<file path="src/rtl/cci_mpf_csr_event_counters.sv">
// MPF CSR event counters: registers single-cycle event pulses from the shims,
// accumulates each into a saturating counter with a sticky overflow flag, and
// serves indexed reads (1-cycle latency) and single/all clears.
module cci_mpf_csr_event_counters #(
  parameter int unsigned N_EVENTS  = 12,
  parameter int unsigned CTR_WIDTH = 48,
  parameter int unsigned IDX_WIDTH = 4
) (
  input  logic                 clk,
  input  logic                 reset,
  input  logic [N_EVENTS-1:0]  events,
  input  logic                 rd_en,
  input  logic [IDX_WIDTH-1:0] rd_idx,
  output logic                 rd_valid,
  output logic [63:0]          rd_data,
  input  logic                 clr_en,
  input  logic [IDX_WIDTH-1:0] clr_idx,
  input  logic                 clr_all,
  output logic [N_EVENTS-1:0]  overflow
);

  logic [N_EVENTS-1:0]  ev_q;
  logic [CTR_WIDTH-1:0] ctr [N_EVENTS];
  logic [63:0]          rd_sel;

  // Register incoming event pulses once before counting.
  always_ff @(posedge clk) begin
    if (reset) begin
      ev_q <= '0;
    end else begin
      ev_q <= events;
    end
  end

  // Per-counter update: clear beats increment; increments saturate at all-ones
  // and latch the sticky overflow flag instead.
  always_ff @(posedge clk) begin
    for (int unsigned i = 0; i < N_EVENTS; i++) begin
      if (reset) begin
        ctr[i]      <= '0;
        overflow[i] <= 1'b0;
      end else if (clr_all || (clr_en && (clr_idx == IDX_WIDTH'(i)))) begin
        ctr[i]      <= '0;
        overflow[i] <= 1'b0;
      end else if (ev_q[i]) begin
        if (ctr[i] == '1) begin
          overflow[i] <= 1'b1;
        end else begin
          ctr[i] <= ctr[i] + CTR_WIDTH'(1);
        end
      end
    end
  end

  // Select and pack the addressed counter; out-of-range indices read as zero.
  // A full 64-bit counter leaves no room for the overflow bit.
  always_comb begin
    rd_sel = '0;
    for (int unsigned i = 0; i < N_EVENTS; i++) begin
      if (rd_idx == IDX_WIDTH'(i)) begin
        rd_sel = 64'(ctr[i]);
        if (CTR_WIDTH < 64) begin
          rd_sel[63] = overflow[i];
        end
      end
    end
  end

  // Read response register: one response per request, data held otherwise.
  always_ff @(posedge clk) begin
    if (reset) begin
      rd_valid <= 1'b0;
      rd_data  <= '0;
    end else begin
      rd_valid <= rd_en;
      if (rd_en) begin
        rd_data <= rd_sel;
      end
    end
  end

endmodule

</file>
<file path="config.mk">
export PLATFORM = sky130hd
export DESIGN_NAME = cci_mpf_csr_event_counters
export DESIGN_NICKNAME = d
export VERILOG_FILES = /design/src/rtl/cci_mpf_csr_event_counters.sv
export SDC_FILE = /design/constraint.sdc
export NUM_CORES = 2
export LEC_CHECK = 0
export ABC_CLOCK_PERIOD_IN_PS = 6230
export BUFFER_PORTS_ARGS = -buffer_cell sky130_fd_sc_hd__buf_2
export CAP_MARGIN = 15
export CORE_MARGIN = 2
export CORE_UTILIZATION = 45
export CTS_BUF_LIST = sky130_fd_sc_hd__clkbuf_4
export DETAILED_ROUTE_END_ITERATION = 10
export GPL_ROUTABILITY_DRIVEN = 0
export PLACE_DENSITY = 0.69
export SLEW_MARGIN = 5
export SYNTH_ARGS = -nofsm -noshare
export SYNTH_HDL_FRONTEND = slang
export SYNTH_SLANG_ARGS = --single-unit
</file>
<file path="constraint.sdc">
create_clock -name clk -period 6.23 [get_ports clk]
set_input_delay 0 -clock clk [delete_from_list [all_inputs] [get_ports clk]]
set_output_delay 0 -clock clk [all_outputs]
set_load 0.05 [all_outputs]
</file>
# After elaboration in Yosys (flattened, before gate mapping)
# Memories as Yosys holds them, arrays and structs flattened.
# Index checks and enable logic that the tools add are counted.
dict set report word_totals {
  regBits 89
  latch_bits 0
  ram_bits 576
  mem_bits_ro 0
  elab_cells 270
  n_memories 1
}
# memory depth word_bits rd rd_ports_with_merged_regs wr line_no
set mem_list {}
lappend mem_list {ctr 12 48 12 0 12 23} ;# logic [CTR_WIDTH-1:0] ctr [N_EVENTS];
dict set report op_classes {
  add_sub_neg 12
  mul 0
  div 0
  n_lt_le_gt_ge 0
  eq_ne 34
  shift 0
  muxes 134
  bitwise 24
  reduce_logical 50
}
# cell count
set op_table {}
lappend op_table {{48-bit 2-to-1 mux} 24}
lappend op_table {{64-bit 2-to-1 mux} 12}
lappend op_table {{48-bit by 1-bit adder with 48-bit output (second input constant)} 12}
lappend op_table {{48-bit == test (second input constant)} 12}
lappend op_table {{1-bit 2-to-1 mux} 98}
lappend op_table {{4-bit by 3-bit == test with 1-bit output (second input constant)} 8}
lappend op_table {{4-bit == test (second input constant)} 8}
lappend op_table {{1-bit bitwise OR} 24}
lappend op_table {{2-bit AND reduction} 12}
lappend op_table {{2-bit OR reduction} 12}
lappend op_table {{4-bit by 2-bit == test with 1-bit output (second input constant)} 4}
lappend op_table {{1-bit logical AND} 12}
lappend op_table {{1-bit logical OR} 12}
lappend op_table {{4-bit by 1-bit == test with 1-bit output (second input constant)} 2}
lappend op_table {{4-bit zero test} 2}

# Depth between registers and ports, before layout
dict set report depth {
  word_depth 13
  mapped_depth 10
  depth_no_buf 6
}

# Worst setup path before layout
# Ideal clock, no wire load.
dict set report synth_timing {
  path_type {reg2reg}
  from {memory ctr[10][0] (netlist: ctr[2][96])}
  to {memory ctr[10][4] (netlist: ctr[2][100]) (enable)}
  t_arrival_ns 4.896
  t_required_ns 5.710
  slack_ns 0.814
  stages_incl_launch_ff 9
  n_path_buf 2
  path_cell_list {edfxtp_1 -> ha_1 -> and3_1 -> clkbuf_1 -> nand2_1 -> or2_2 -> clkbuf_1 -> nor3_1 -> o21ai_0}
}
# element line_no
set synth_lines {}
lappend synth_lines {{from (decl)} 23}

==> metrics.md <==
| Metric | Value |
|---|---|
| Initial Utilization | 45.5% |
| CTS resizes | 0 |
| Synth Flop Type | edfxtp_1 |
| Rows | 108 |
| Crit path arrival time | 4.42 ns |
| Crit path capture type | register |
| CTS tree | built |
| Clk pin slew, worst setup/hold paths | 0.07 ns |
| Post-synth top area cell | edfxtp_1 |
| Total CTS buffers | 179 |
| Avg WL per Cell | 24.0 microns |
| Hpwl dp | 93.8 mm |
| Pre-Repair DR Iteration Count | 6 |
| Post-synthesis area per instance | 9.64 sq um |
| Combinational fraction of design power | 9.2% |
| CP Max Fanout | 47 |
| Clock power share | 40.1% |
| Clk_lat worst skew | 1.12 ns |
| Total gr overflow | 0 |
| Final ANT Viol Nets | 0 |
| Period utilization | 58.2% |
| First-pass GRT wire length | 198 mm |
| Area grow syn2layout | 11.8% |
| Final Skew | 0.0821 ns |
| Dpl ws | 2.39 ns |
| Synth Instances | 4093 |
| Final Critical Period | 3.63 ns |
| CTS Buffer Depth | 3 |
| Worst reg2reg path depth | 6 |
| VDD IR max | 0.192 mV |
| Vias in the first global route | 31.5k |
| GRT Total Usage | 28.9% |
| Setup TNS | 0 ns |
| Flop pwr share | 50.8% |
| Total die area | 90000 sq um |
| Unrepaired setup endpoints after global routing | no |
| Max transition margin | 4.06% |
| Final Util | 50.8% |
| Post-synthesis sequential area ratio | 47.6% |
| # fillers | 7925 |
| Outcome | complete, no violations |
| Root Buffer | clkbuf_4 |
| Final setup fails | 0 |
| Post-synth top area share | 43.9% |
| Max_cap viols | 0 |
| Largest cells by area after synthesis | edfxtp_1 (44%), nor2_1 (5.9%), xor2_1 (5.3%), xnor2_1 (4.8%), dfxtp_1 (3.8%) |
| Number of DRC markers in iteration 0 | 5189 |
| Final-stage net count | 4289 |
| Mean number of vias per cell | 6.29 |
| Port buffer count | 86 |
| Internal power | 7.46 mW |
| Hold Path Class | input port to register |
| CTS Sinks | 650 |
| IO Count | 102 |
| Reg2reg setup slack | 2.60 ns |
| Largest net degree at the start of global routing | 131 |
| Post-Syn Area | 39400 sq um |
| F_max | 0.276 GHz |
| Yosys reg bits | 650 |
| Fraction of layout cells with a size suffix above 1 | 12.8% |
| CTS H-tree depth | 4 |
| Leakage power | 14.5 nW |
| Switching share of power | 28.8% |
| Setup ws final | 2.60 ns |
| Multi-input gate area | 19400 sq um |
| Synthesis warning total | 0 |
| CP Capture Point | ctr[2][21] |
| P per Cell Area | 238 nW/um^2 |
| Final Slew Violations | 0 |
| Netlist cell types | 82 |
| FF-to-FF End | ctr[2][21] |
| Hold slack | 0.111 ns |
| Core Box Area | 86800 sq um |
| Register Area | 18800 sq um |
| Total Routed Length | 134 mm |
| Die Height | 300 microns |
| Number of remaining DRC errors | 0 |
| Switching power total | 3.01 mW |
| CP Launch Type | register |
| Reg-to-Reg Start | ctr[2][0] |
| Power Total | 10.5 mW |
| Crit Path Category | register to register |
| Via count | 35.0k |
| Asr flop ratio synth | 0% |
| Actual transition at the worst max-transition pin | 1.44 ns |
| Final Hold Violating Endpoints | 0 |
| Post-synth EDFFs | 576 |
| Initial antenna violation count | 7 |
| Die width | 300 microns |
| CP Launch Point | ctr[2][0] |
| Req. time, crit path | 7.02 ns |
-- cells in the mapped netlist, drive strengths merged (10+ instances only) --
master,count
nor4,92
inv,91
and2,29
nand2,233
mux2i,94
or2,16
a22o,12
and4,67
buf,94
nor2,615
o31ai,36
nor3,106
or3,61
o21ai,136
dfxtp,74
and3,78
clkbuf,158
o21a,13
nand4,219
o22ai,57
edfxtp,576
a221oi,37
a21oi,175
xnor2,216
a31oi,10
o221ai,40
xor2,238
nand3,233
nand2b,14
or4,46
mux2,37
ha,12
nor2b,33
a22oi,23
-- layer usage --
layer | part of all wire (%) | track usage (%) | routed length [microns] | up-vias
met5 | 0.025 | 0 | 33 | -
met2 | 43 | 42.3 | 57000 | 2257
li1 | - | - | - | 15700
met4 | 5.8 | 15.6 | 7770 | 4
met1 | 39 | 39.5 | 52300 | 16700
met3 | 12 | 7.21 | 16500 | 363
-- critical path: stages, from the launching register on --
cell and delay (ns):
edfxtp_1 0.44, ha_1 0.26, nand4_1 0.17, or4_1 0.74
nor4_1 0.68, or2_2 0.88, nor2_1 0.13
-- state kept, by name, indices dropped and copies added (netlist names) --
register / count
ev_q: 12
rd_data: 49
ctr: 576
rd_valid: 1
overflow: 12
-- power groups by stage --
stage	combinational (mW)	clock (mW)	sequential (mW)
global route	1.00	4.47	5.34
CTS	0.921	4.23	5.30
floorplan	0.551	0	5.32
global placement	0.880	0	5.39
detailed placement	0.885	0	5.39
finish	0.962	4.20	5.32
-- through the flow --
step / area (sq um) / cells
4_1_cts: 44000 / 5551
6_report: 44100 / 5565
3_3_place_gp: 40900 / 5154
2_1_floorplan: 39500 / 4107
5_1_grt: 44100 / 5562
3_5_place_dp: 40900 / 5154
-- repair_timing --
item	in CTS	in global routing
buffers inserted	0	0
hold buffers	66	0
endpoints found under the hold margin	223	0
-- worst min-delay path by stage --
stage / depth (start not counted) / startpoint / slack, ns / to
2_1_floorplan: 1 / events[0] / 0.13 / ev_q[0]
3_3_place_gp: 2 / events[2] / 0.21 / ev_q[2]
3_5_place_dp: 2 / events[8] / 0.21 / ev_q[8]
4_1_cts: 6 / clr_idx[1] / 0.05 / overflow[9]
5_1_grt: 4 / rd_idx[1] / 0.12 / rd_data[13]
6_report: 6 / clr_idx[1] / 0.11 / overflow[9]
-- cell usage in the layout, fill, tap and decap left out, types with 57 or more instances in the layout --
cell / n
a21oi_1: 174
and3_1: 78
and4_1: 67
buf_2: 84
buf_4: 58
clkbuf_4: 291
dfxtp_1: 74
dlygate4sd3_1: 66
edfxtp_1: 576
inv_1: 90
mux2i_1: 94
nand2_1: 228
nand3_1: 233
nand4_1: 218
nor2_1: 614
nor3_1: 105
nor4_1: 83
o21ai_0: 129
o22ai_1: 57
or3_1: 61
xnor2_1: 216
xor2_1: 238
-- final cells by class --
cell class              count  area share [%]
diodes                      8          0.0454
clock buffers             290            4.94
clock inverters            41           0.539
inverters                  92           0.783
multi-input cells        3113            44.1
flip-flops and latches    650            42.6
well taps                1155            3.28
repair buffers            216            3.73
-- kinds of logic after synthesis --
kind of cell / after synthesis / share of synthesized area, %
fa+ha+maj: 12 / 0.381
mux: 140 / 3.96
buf+inv: 344 / 3.66
flops: 650 / 47.6
xor+xnor: 454 / 10.1
compound gates: 618 / 10.1
simple gates: 1874 / 24.2
other cells: 1 / 0.00951
Power figures use the tool's default switching activity.
